<file path="src/rtl/pps_gen_pkg.sv">
// Shared constants and helpers for the PPS / heartbeat timebase.
//   CLK_HZ_XGMII, CLK_HZ_BOARD : common domain clock rates (cycles per second)
//   SEC_W                      : seconds counter width
//   HB_MAX                     : upper bound on the number of heartbeat outputs
//   clamp_period()             : raises any requested period below 2 cycles to 2
package pps_gen_pkg;

    localparam int unsigned CLK_HZ_XGMII = 156250000;
    localparam int unsigned CLK_HZ_BOARD = 50000000;
    localparam int unsigned SEC_W        = 32;
    localparam int unsigned HB_MAX       = 32;

    // A 1-cycle period would make every cycle a wrap cycle; 2 is the shortest usable second.
    function automatic logic [31:0] clamp_period(input logic [31:0] period);
        return (period < 32'd2) ? 32'd2 : period;
    endfunction

endpackage

</file>
<file path="src/rtl/pps_sync_edge.sv">
// Two-flop synchroniser followed by a registered rising-edge detector for an
// asynchronous external PPS pin. Only instantiated when PPS_ALIGN_EN is defined.
// edge_o is high for one cycle, three cycles after the pin rises.
//   clk_i   in  domain clock
//   rst_ni  in  async active-low reset
//   pps_i   in  asynchronous PPS pin
//   edge_o  out one-cycle rising-edge pulse
module pps_sync_edge (
    input  logic clk_i,
    input  logic rst_ni,
    input  logic pps_i,
    output logic edge_o
);

    // sync_q[0..1] form the synchroniser, sync_q[2] is the previous synchronised level.
    logic [2:0] sync_q, sync_d;
    logic       edge_q, edge_d;

    always_comb begin
        sync_d = {sync_q[1:0], pps_i};
        edge_d = sync_q[1] & ~sync_q[2];
    end

    always_ff @(posedge clk_i or negedge rst_ni) begin
        if (!rst_ni) begin
            sync_q <= '0;
            edge_q <= 1'b0;
        end else begin
            sync_q <= sync_d;
            edge_q <= edge_d;
        end
    end

    assign edge_o = edge_q;

endmodule

</file>
<file path="src/rtl/pps_heartbeat_gen.sv">
// Per-clock-domain timebase: 1 PPS strobe, 32-bit seconds counter and N_HB
// binary-divided heartbeat outputs, with a runtime-reloadable period.
// Optional feature macro: PPS_ALIGN_EN -- when defined, a rising edge on
// ext_pps_i (after synchronisation) forces a wrap and records the phase at
// which it arrived; when undefined, ext_pps_i is ignored and align_ofs_o is 0.
// Ports:
//   clk, resetn             domain clock, async active-low reset
//   enable                  1 = run, 0 = freeze timebase (pps_o forced low)
//   period_in/valid/ready   period reload handshake into a one-entry shadow
//   ext_pps_i               external PPS pin (PPS_ALIGN_EN only)
//   pps_o                   PPS strobe, PULSE_CYC cycles wide
//   sec_cnt_o               seconds elapsed
//   hb_o                    hb_o[i] toggles every 2**i seconds
//   phase_o                 current phase within the second
//   align_ofs_o             phase captured at the last external edge
// SEC_INIT presets the seconds counter at reset (bring-up and rollover testing).
module pps_heartbeat_gen
    import pps_gen_pkg::*;
#(
    parameter int unsigned      CLK_HZ    = CLK_HZ_XGMII,
    parameter int unsigned      CNT_W     = 28,
    parameter int unsigned      PULSE_CYC = 1,
    parameter int unsigned      N_HB      = 4,
    parameter logic [SEC_W-1:0] SEC_INIT  = '0
) (
    input  logic             clk,
    input  logic             resetn,
    input  logic             enable,
    input  logic [CNT_W-1:0] period_in,
    input  logic             period_valid,
    output logic             period_ready,
    input  logic             ext_pps_i,
    output logic             pps_o,
    output logic [SEC_W-1:0] sec_cnt_o,
    output logic [N_HB-1:0]  hb_o,
    output logic [CNT_W-1:0] phase_o,
    output logic [CNT_W-1:0] align_ofs_o
);

    localparam int unsigned PulseW = (PULSE_CYC < 2) ? 1 : $clog2(PULSE_CYC + 1);

    logic [CNT_W-1:0]  phase_q, phase_d;
    logic [CNT_W-1:0]  period_q, period_d;
    logic [CNT_W-1:0]  shadow_q, shadow_d;
    logic              shadow_vld_q, shadow_vld_d;
    logic              ready_q, ready_d;
    logic [PulseW-1:0] pulse_cnt_q, pulse_cnt_d;
    logic              pps_q, pps_d;
    logic [SEC_W-1:0]  sec_q, sec_d;
    logic [N_HB-1:0]   hb_q, hb_d;

    logic ext_edge;
    logic nat_wrap;
    logic wrap;
    logic xfer;

`ifdef PPS_ALIGN_EN
    logic [CNT_W-1:0] align_q, align_d;

    pps_sync_edge u_sync_edge (
        .clk_i  (clk),
        .rst_ni (resetn),
        .pps_i  (ext_pps_i),
        .edge_o (ext_edge)
    );

    always_comb begin
        align_d = align_q;
        if (enable && ext_edge) begin
            align_d = phase_q;
        end
    end

    always_ff @(posedge clk or negedge resetn) begin
        if (!resetn) begin
            align_q <= '0;
        end else begin
            align_q <= align_d;
        end
    end

    assign align_ofs_o = align_q;
`else
    logic unused_ext_pps;

    assign ext_edge       = 1'b0;
    assign unused_ext_pps = ext_pps_i;
    assign align_ofs_o    = '0;
`endif

    // A natural wrap and an external edge in the same cycle are one event.
    assign nat_wrap = enable && (phase_q == period_q - CNT_W'(1));
    assign wrap     = nat_wrap || (enable && ext_edge);
    assign xfer     = period_valid && ready_q;

    always_comb begin
        phase_d      = phase_q;
        period_d     = period_q;
        shadow_d     = shadow_q;
        shadow_vld_d = shadow_vld_q;
        ready_d      = ready_q;
        sec_d        = sec_q;
        hb_d         = hb_q;
        pulse_cnt_d  = '0;
        pps_d        = 1'b0;

        if (enable) begin
            phase_d = wrap ? '0 : phase_q + CNT_W'(1);
        end

        if (wrap) begin
            sec_d = sec_q + SEC_W'(1);
            hb_d  = sec_d[N_HB-1:0];
            // Only a shadow already pending before this cycle is applied; a
            // value accepted in the wrap cycle itself waits for the next wrap.
            if (shadow_vld_q) begin
                period_d     = shadow_q;
                shadow_vld_d = 1'b0;
            end
        end

        if (xfer) begin
            shadow_d     = CNT_W'(clamp_period(32'(period_in)));
            shadow_vld_d = 1'b1;
            ready_d      = 1'b0;
        end else if (!shadow_vld_q) begin
            // Re-open the slot one cycle after the shadow was consumed.
            ready_d = 1'b1;
        end

        // Reloading at every wrap keeps pps_o high when PULSE_CYC >= period.
        if (enable) begin
            if (wrap) begin
                pulse_cnt_d = PulseW'(PULSE_CYC);
                pps_d       = 1'b1;
            end else if (pulse_cnt_q > PulseW'(1)) begin
                pulse_cnt_d = pulse_cnt_q - PulseW'(1);
                pps_d       = 1'b1;
            end
        end
    end

    always_ff @(posedge clk or negedge resetn) begin
        if (!resetn) begin
            phase_q      <= '0;
            period_q     <= CNT_W'(CLK_HZ);
            shadow_q     <= '0;
            shadow_vld_q <= 1'b0;
            ready_q      <= 1'b1;
            pulse_cnt_q  <= '0;
            pps_q        <= 1'b0;
            sec_q        <= SEC_INIT;
            hb_q         <= SEC_INIT[N_HB-1:0];
        end else begin
            phase_q      <= phase_d;
            period_q     <= period_d;
            shadow_q     <= shadow_d;
            shadow_vld_q <= shadow_vld_d;
            ready_q      <= ready_d;
            pulse_cnt_q  <= pulse_cnt_d;
            pps_q        <= pps_d;
            sec_q        <= sec_d;
            hb_q         <= hb_d;
        end
    end

    assign period_ready = ready_q;
    assign pps_o        = pps_q;
    assign sec_cnt_o    = sec_q;
    assign hb_o         = hb_q;
    assign phase_o      = phase_q;

endmodule

</file>
<file path="config.mk">
export PLATFORM = sky130hd
export DESIGN_NAME = pps_heartbeat_gen
export DESIGN_NICKNAME = d
export VERILOG_FILES = /design/src/rtl/pps_gen_pkg.sv /design/src/rtl/pps_sync_edge.sv /design/src/rtl/pps_heartbeat_gen.sv
export SDC_FILE = /design/constraint.sdc
export NUM_CORES = 1
export LEC_CHECK = 0
export CORE_ASPECT_RATIO = 0.6
export CORE_MARGIN = 10
export CORE_UTILIZATION = 50
export DETAILED_ROUTE_END_ITERATION = 10
export GPL_TIMING_DRIVEN = 1
export PLACE_DENSITY = 0.88
export SETUP_SLACK_MARGIN = 0.1
export SLEW_MARGIN = 10
export SYNTH_ARGS = -nofsm -noshare
export SYNTH_HDL_FRONTEND = slang
export SYNTH_SLANG_ARGS = --single-unit
</file>
<file path="constraint.sdc">
create_clock -name clk -period 6.7 [get_ports clk]
set_clock_uncertainty 0.1 [all_clocks]
set_input_delay 1.005 -clock clk [delete_from_list [all_inputs] [get_ports clk]]
set_output_delay 1.005 -clock clk [all_outputs]
set_load 0.005 [all_outputs]
</file>
# Word-level counts from Yosys, hierarchy flattened
# Cells that the tools add are included.
# classes
n_addsub	4
n_reduce_logical	4
n_eq_ne	2
n_lt_le_gt_ge	2
mux	12
# op_table
cell	count
$mux W28	2
$add A32 B1 Y32 const B	1
$add A28 B1 Y28 const B	1
$eq A28 B28 Y1	1
$lt A28 B2 Y1 const B	1
$sub A28 B1 Y28 const B	1
$mux W1	10
$logic_and A1 B1 Y1	2
$ne A2 B1 Y1 const B	1
$reduce_and A2 Y1	1
$reduce_bool A2 Y1	1
$gt A1 B1 Y1 const B	1
$sub A1 B1 Y1 const B	1
# totals
wordCells	33
output_inout_bits	94
inputBits	33
reg_bits	124

# Logic depth before layout (Yosys ltp)
# depth
ltp_word	5
mapped_depth	12

# Least setup slack after synthesis
# No wires, ideal clock.
# synth_path
kind	register to register
from	reg period_q[0]
to	reg period_q[12]
slack_ps	3227
stages_incl_launch_ff	11
required_time_ps	6473
t_arrival_ps	3245
setup_ps	127
path_cell_list	dfrtp_1 inv_1 ha_1 nor3b_1 nand2_1 or3_1 a2111oi_2 o32ai_2 nor4_4 buf_6 mux2_1
# synth_between
elab_chain_cells	4
# synth_rtl
element	line	source
from (decl)	pps_heartbeat_gen.sv:43	logic [CNT_W-1:0] period_q, period_d;
from (signal assigned)	pps_heartbeat_gen.sv:146	period_q <= CNT_W'(CLK_HZ);
from (signal assigned)	pps_heartbeat_gen.sv:156	period_q <= period_d;
$sub A28 B1 Y28	pps_heartbeat_gen.sv:92	assign nat_wrap = enable && (phase_q == period_q - CNT_W'(1));
$eq A28 B28 Y1	pps_heartbeat_gen.sv:92	
$logic_and A1 B1 Y1	pps_heartbeat_gen.sv:92	
$reduce_and A2 Y1 (no source line)	--	
# No other way between the ends.
# A chain may end at the register's enable or synchronous reset.

# Worst setup path after layout
# layout_path
from	reg period_q[0]
to	reg period_q[14]
# Same word-level chain as after synthesis.

==> results.ini <==
[outcome]
run_status = finished clean

[synthesis]
synthDominantCellAreaShare_pct = 41.4
netlist_top_cells_area = sky130_fd_sc_hd__dfrtp_1, sky130_fd_sc_hd__xor2_1, sky130_fd_sc_hd__mux2_2
synth-seq-cells = 119
synth_edf_count = 0
synth_flop_cell = sky130_fd_sc_hd__dfrtp_1
syn-mean-instance-area_sq_um = 10.4
synth.yosys.seq_area_share_pct = 46.3
library_cells_used_by_synthesis = 58
synth_async_sr_flop_share_pct = 100
top_cell_type_by_total_area_after_synthesis = sky130_fd_sc_hd__dfrtp_1
synthesis.yosys.warnings = 0
post_synth_inst_count = 620
syn-cell-area_sq_mm = 0.00646

[timing]
timing.fmax_mhz = 230
hold_slack_ps = 374
min_period_ps = 4350
fin_ws_ps = 2350
final_hold_vio_count = 0
report.final.setup_viol = 0
timing.final.max_slew_violations = 0
relSlewSlack_pct = 19.5
setup_repair_after_global_routing_missed_its_margin = no
tightest_slew_ps = 1200
fin_crit_sh_pct = 64.9
setup-tns-final_ps = 0

[die]
floorplan.die_area_sq_mm = 0.0180
placeableCoreArea_sq_mm = 0.0127
die-height_um = 108
top_level_ports = 127
start_util_pct = 50.7
die_outline_width_um = 167
fp-row-count = 32

[cts]
cts_sinks = 119
cts.repair.resized = 0
cts_tree = done
worst_skew_pair.late_latency_ps = 410
clk_pin_slew_ps = 60
cts_inserted_buffers = 17
htree_num_levels = 4
root_buffer = sky130_fd_sc_hd__clkbuf_16
ctsHoldBuffers = 0
post_cts.repair.setup_buffers = 0
clockBufferDepth = 2

[detailed_routing]
final_antenna_net_count = 0
drc = 0
route.detailed.vias_per_inst = 5.67
post_drt_wl_per_cell_um = 19.0
drt_iter0_markers = 427
routed_wirelength_um = 16900
drt_first_pass_iters = 5
via_count = 5067

[placed_design]
placement.setup.worst_slack_ps = 2480
routabilityCongestion = 0.861
place.port_buffers = 97
place.detailed.hpwl_um = 12800

[run]
max_cap_violations = 0

[power_and_ir_drop]
swShare_pct = 25.7
post-layout-total-power_w = 0.00207
power-per-cell-area_mw_per_mm2 = 258
pwr-share-clk_pct = 44.2
pwr-share-comb_pct = 11.9
cellInternalPower_w = 0.00154
total_switching_power_w = 0.000532
ir_worst_vdd_v = 0.000186
power.leakage_nw = 3.70
power.share.sequential_pct = 44.0

[critical_path]
worstPathRequired_ps = 6890
critical-path-max-stage-delay_ps = 630
critPathMaxFanout = 33
worst_path_max_delay_cell = sky130_fd_sc_hd__nor3b_1
crit_type = reg -> reg
setup.worst_path.start = period_q[0]
timing.critical_path.to_type = register
startpoint_type = register
cp.buffers_inverters = 2
cp_data_arrival_time_ps = 4530
worstPathCellList = inv_1 > ha_1 > nor3b_1 > nand4_1 > xnor2_1 > nand2_1 > nor4_1 > nand4b_4 > nor4_4 > buf_4 > mux2_1
rr_startpoint = period_q[0]
critical-path-top-delay-family = simple AND/OR/NAND/NOR gates

[global_routing]
grt_antenna_before_repair = 0
pin_count_of_the_biggest_net_entering_global_routing = 72
total_global_routing_track_utilization_pct = 18.7
via_count_of_the_first_global_routing_pass = 5146
grt_overflow = 0
grt_pass1_wl_um = 27700

[final_layout]
finish.net_count = 746
layout-drive-gt1-share_pct = 12.7
antenna-diode-count = 0
syn2layout_area_growth_pct = 24.3

[hold_path]
min-delay-path-class = reg -> reg
worst_hold_startpoint = sec_cnt_o[31]

## routing by layer
metal | global-route usage, % | vias up | share of wire [%]
met5 | 0 | - | 0
met4 | 5.18 | 0 | 1.3
met3 | 5.62 | 20 | 7.3
met2 | 27.4 | 213 | 43
met1 | 26.2 | 2498 | 48
li1 | - | 2336 | -
## state kept, by name, indices dropped and copies added (netlist names)
name and flops:
shadow_vld_q 1, phase_o 28, period_ready 1, period_q 28, pps_o 1, sec_cnt_o 32
shadow_q 28
## worst reg2reg max path: cells and delay by family (launching register included)
family,cells,cell delay [ps]
xor+xnor,1,290
fa+ha+maj,1,200
buf+inv,2,480
flops,1,440
mux,1,380
simple gates,6,2330
## cell usage after synthesis (3+ instances only)
library cell	count
sky130_fd_sc_hd__buf_1	3
sky130_fd_sc_hd__a21oi_1	4
sky130_fd_sc_hd__mux2_2	33
sky130_fd_sc_hd__ha_1	3
sky130_fd_sc_hd__nand4b_1	3
sky130_fd_sc_hd__dfstp_2	12
sky130_fd_sc_hd__dfrtp_1	107
sky130_fd_sc_hd__buf_2	4
sky130_fd_sc_hd__nor4_1	33
sky130_fd_sc_hd__and3_1	16
sky130_fd_sc_hd__nor2_1	52
sky130_fd_sc_hd__mux2_1	22
sky130_fd_sc_hd__buf_4	32
sky130_fd_sc_hd__nand3_1	34
sky130_fd_sc_hd__or2_2	3
sky130_fd_sc_hd__nor3_1	23
sky130_fd_sc_hd__xor2_1	62
sky130_fd_sc_hd__nand2b_1	5
sky130_fd_sc_hd__xnor2_1	27
sky130_fd_sc_hd__nand4_1	20
sky130_fd_sc_hd__and4_1	3
sky130_fd_sc_hd__nand2_1	37
sky130_fd_sc_hd__or4_1	6
sky130_fd_sc_hd__o21ai_0	5
sky130_fd_sc_hd__inv_1	10
sky130_fd_sc_hd__clkbuf_1	16
## power groups by stage
stage                     sequential (W)  clock [W]  combinational (W)
final                           0.000912   0.000916           0.000246
after global routing            0.000923   0.000962           0.000273
after CTS                       0.000909   0.000927           0.000248
after detailed placement        0.000920          0           0.000244
after global placement          0.000909          0           0.000228
after floorplan                 0.000887          0           0.000156
## kinds of logic after synthesis
family / Yosys count / share of synthesized area [%]
compound gates: 35 / 4.20
other cells: 1 / 0.0581
buf+inv: 67 / 6.06
fa+ha+maj: 3 / 0.581
xor+xnor: 89 / 12.1
simple gates: 251 / 21.1
flops: 119 / 46.3
mux: 55 / 9.59
## worst paths after layout
path	slack [ps]	cells after the start	end
worst max-delay path	2350	11	period_q[14]
worst min-delay path	370	1	sec_cnt_o[31]
worst max register to register	2350	11	period_q[14]
worst min register to register	370	1	sec_cnt_o[31]
max in group asynchronous	4690	2	sec_cnt_o[9]
min in group asynchronous	510	1	sec_cnt_o[28]
## cell usage in the layout (no fill, tap or decap), types with 4 or more instances in the layout
cell and count:
sky130_fd_sc_hd__or4_1 6, sky130_fd_sc_hd__nand3_1 34, sky130_fd_sc_hd__mux2_1 22, sky130_fd_sc_hd__buf_4 5, sky130_fd_sc_hd__mux2_2 33, sky130_fd_sc_hd__conb_1 28, sky130_fd_sc_hd__a21oi_1 4, sky130_fd_sc_hd__xnor2_1 27
sky130_fd_sc_hd__and3_1 16, sky130_fd_sc_hd__nor4_1 32, sky130_fd_sc_hd__o21ai_0 5, sky130_fd_sc_hd__nand2_1 37, sky130_fd_sc_hd__nand2b_1 5, sky130_fd_sc_hd__dfrtp_1 107, sky130_fd_sc_hd__clkdlybuf4s50_1 96, sky130_fd_sc_hd__inv_1 10
sky130_fd_sc_hd__inv_6 4, sky130_fd_sc_hd__nor2_1 52, sky130_fd_sc_hd__dfstp_2 12, sky130_fd_sc_hd__clkbuf_16 17, sky130_fd_sc_hd__nor3_1 23, sky130_fd_sc_hd__nand4_1 20, sky130_fd_sc_hd__xor2_1 62
## through the flow
| stage | std cells | area [sq um] | utilization (%) |
|---|---|---|---|
| after global placement | 861 | 7440 | 58.4 |
| after detailed placement | 861 | 7440 | 58.4 |
| final | 893 | 8030 | 63.1 |
| after global routing | 893 | 8030 | 63.1 |
| after floorplan | 647 | 6560 | - |
| after CTS | 893 | 8030 | 63.1 |
## area by class of cell
class / instances / area (sq um)
Multi-Input combinational cell: 461 / 3190
Inverter: 10 / 37.5
Tap cell: 170 / 213
Timing Repair Buffer: 101 / 998
Sequential cell: 119 / 2990
Clock buffer: 20 / 457
Clock inverter: 12 / 140
Fill cell: 963 / 4700
Power figures use the tool's default switching activity.
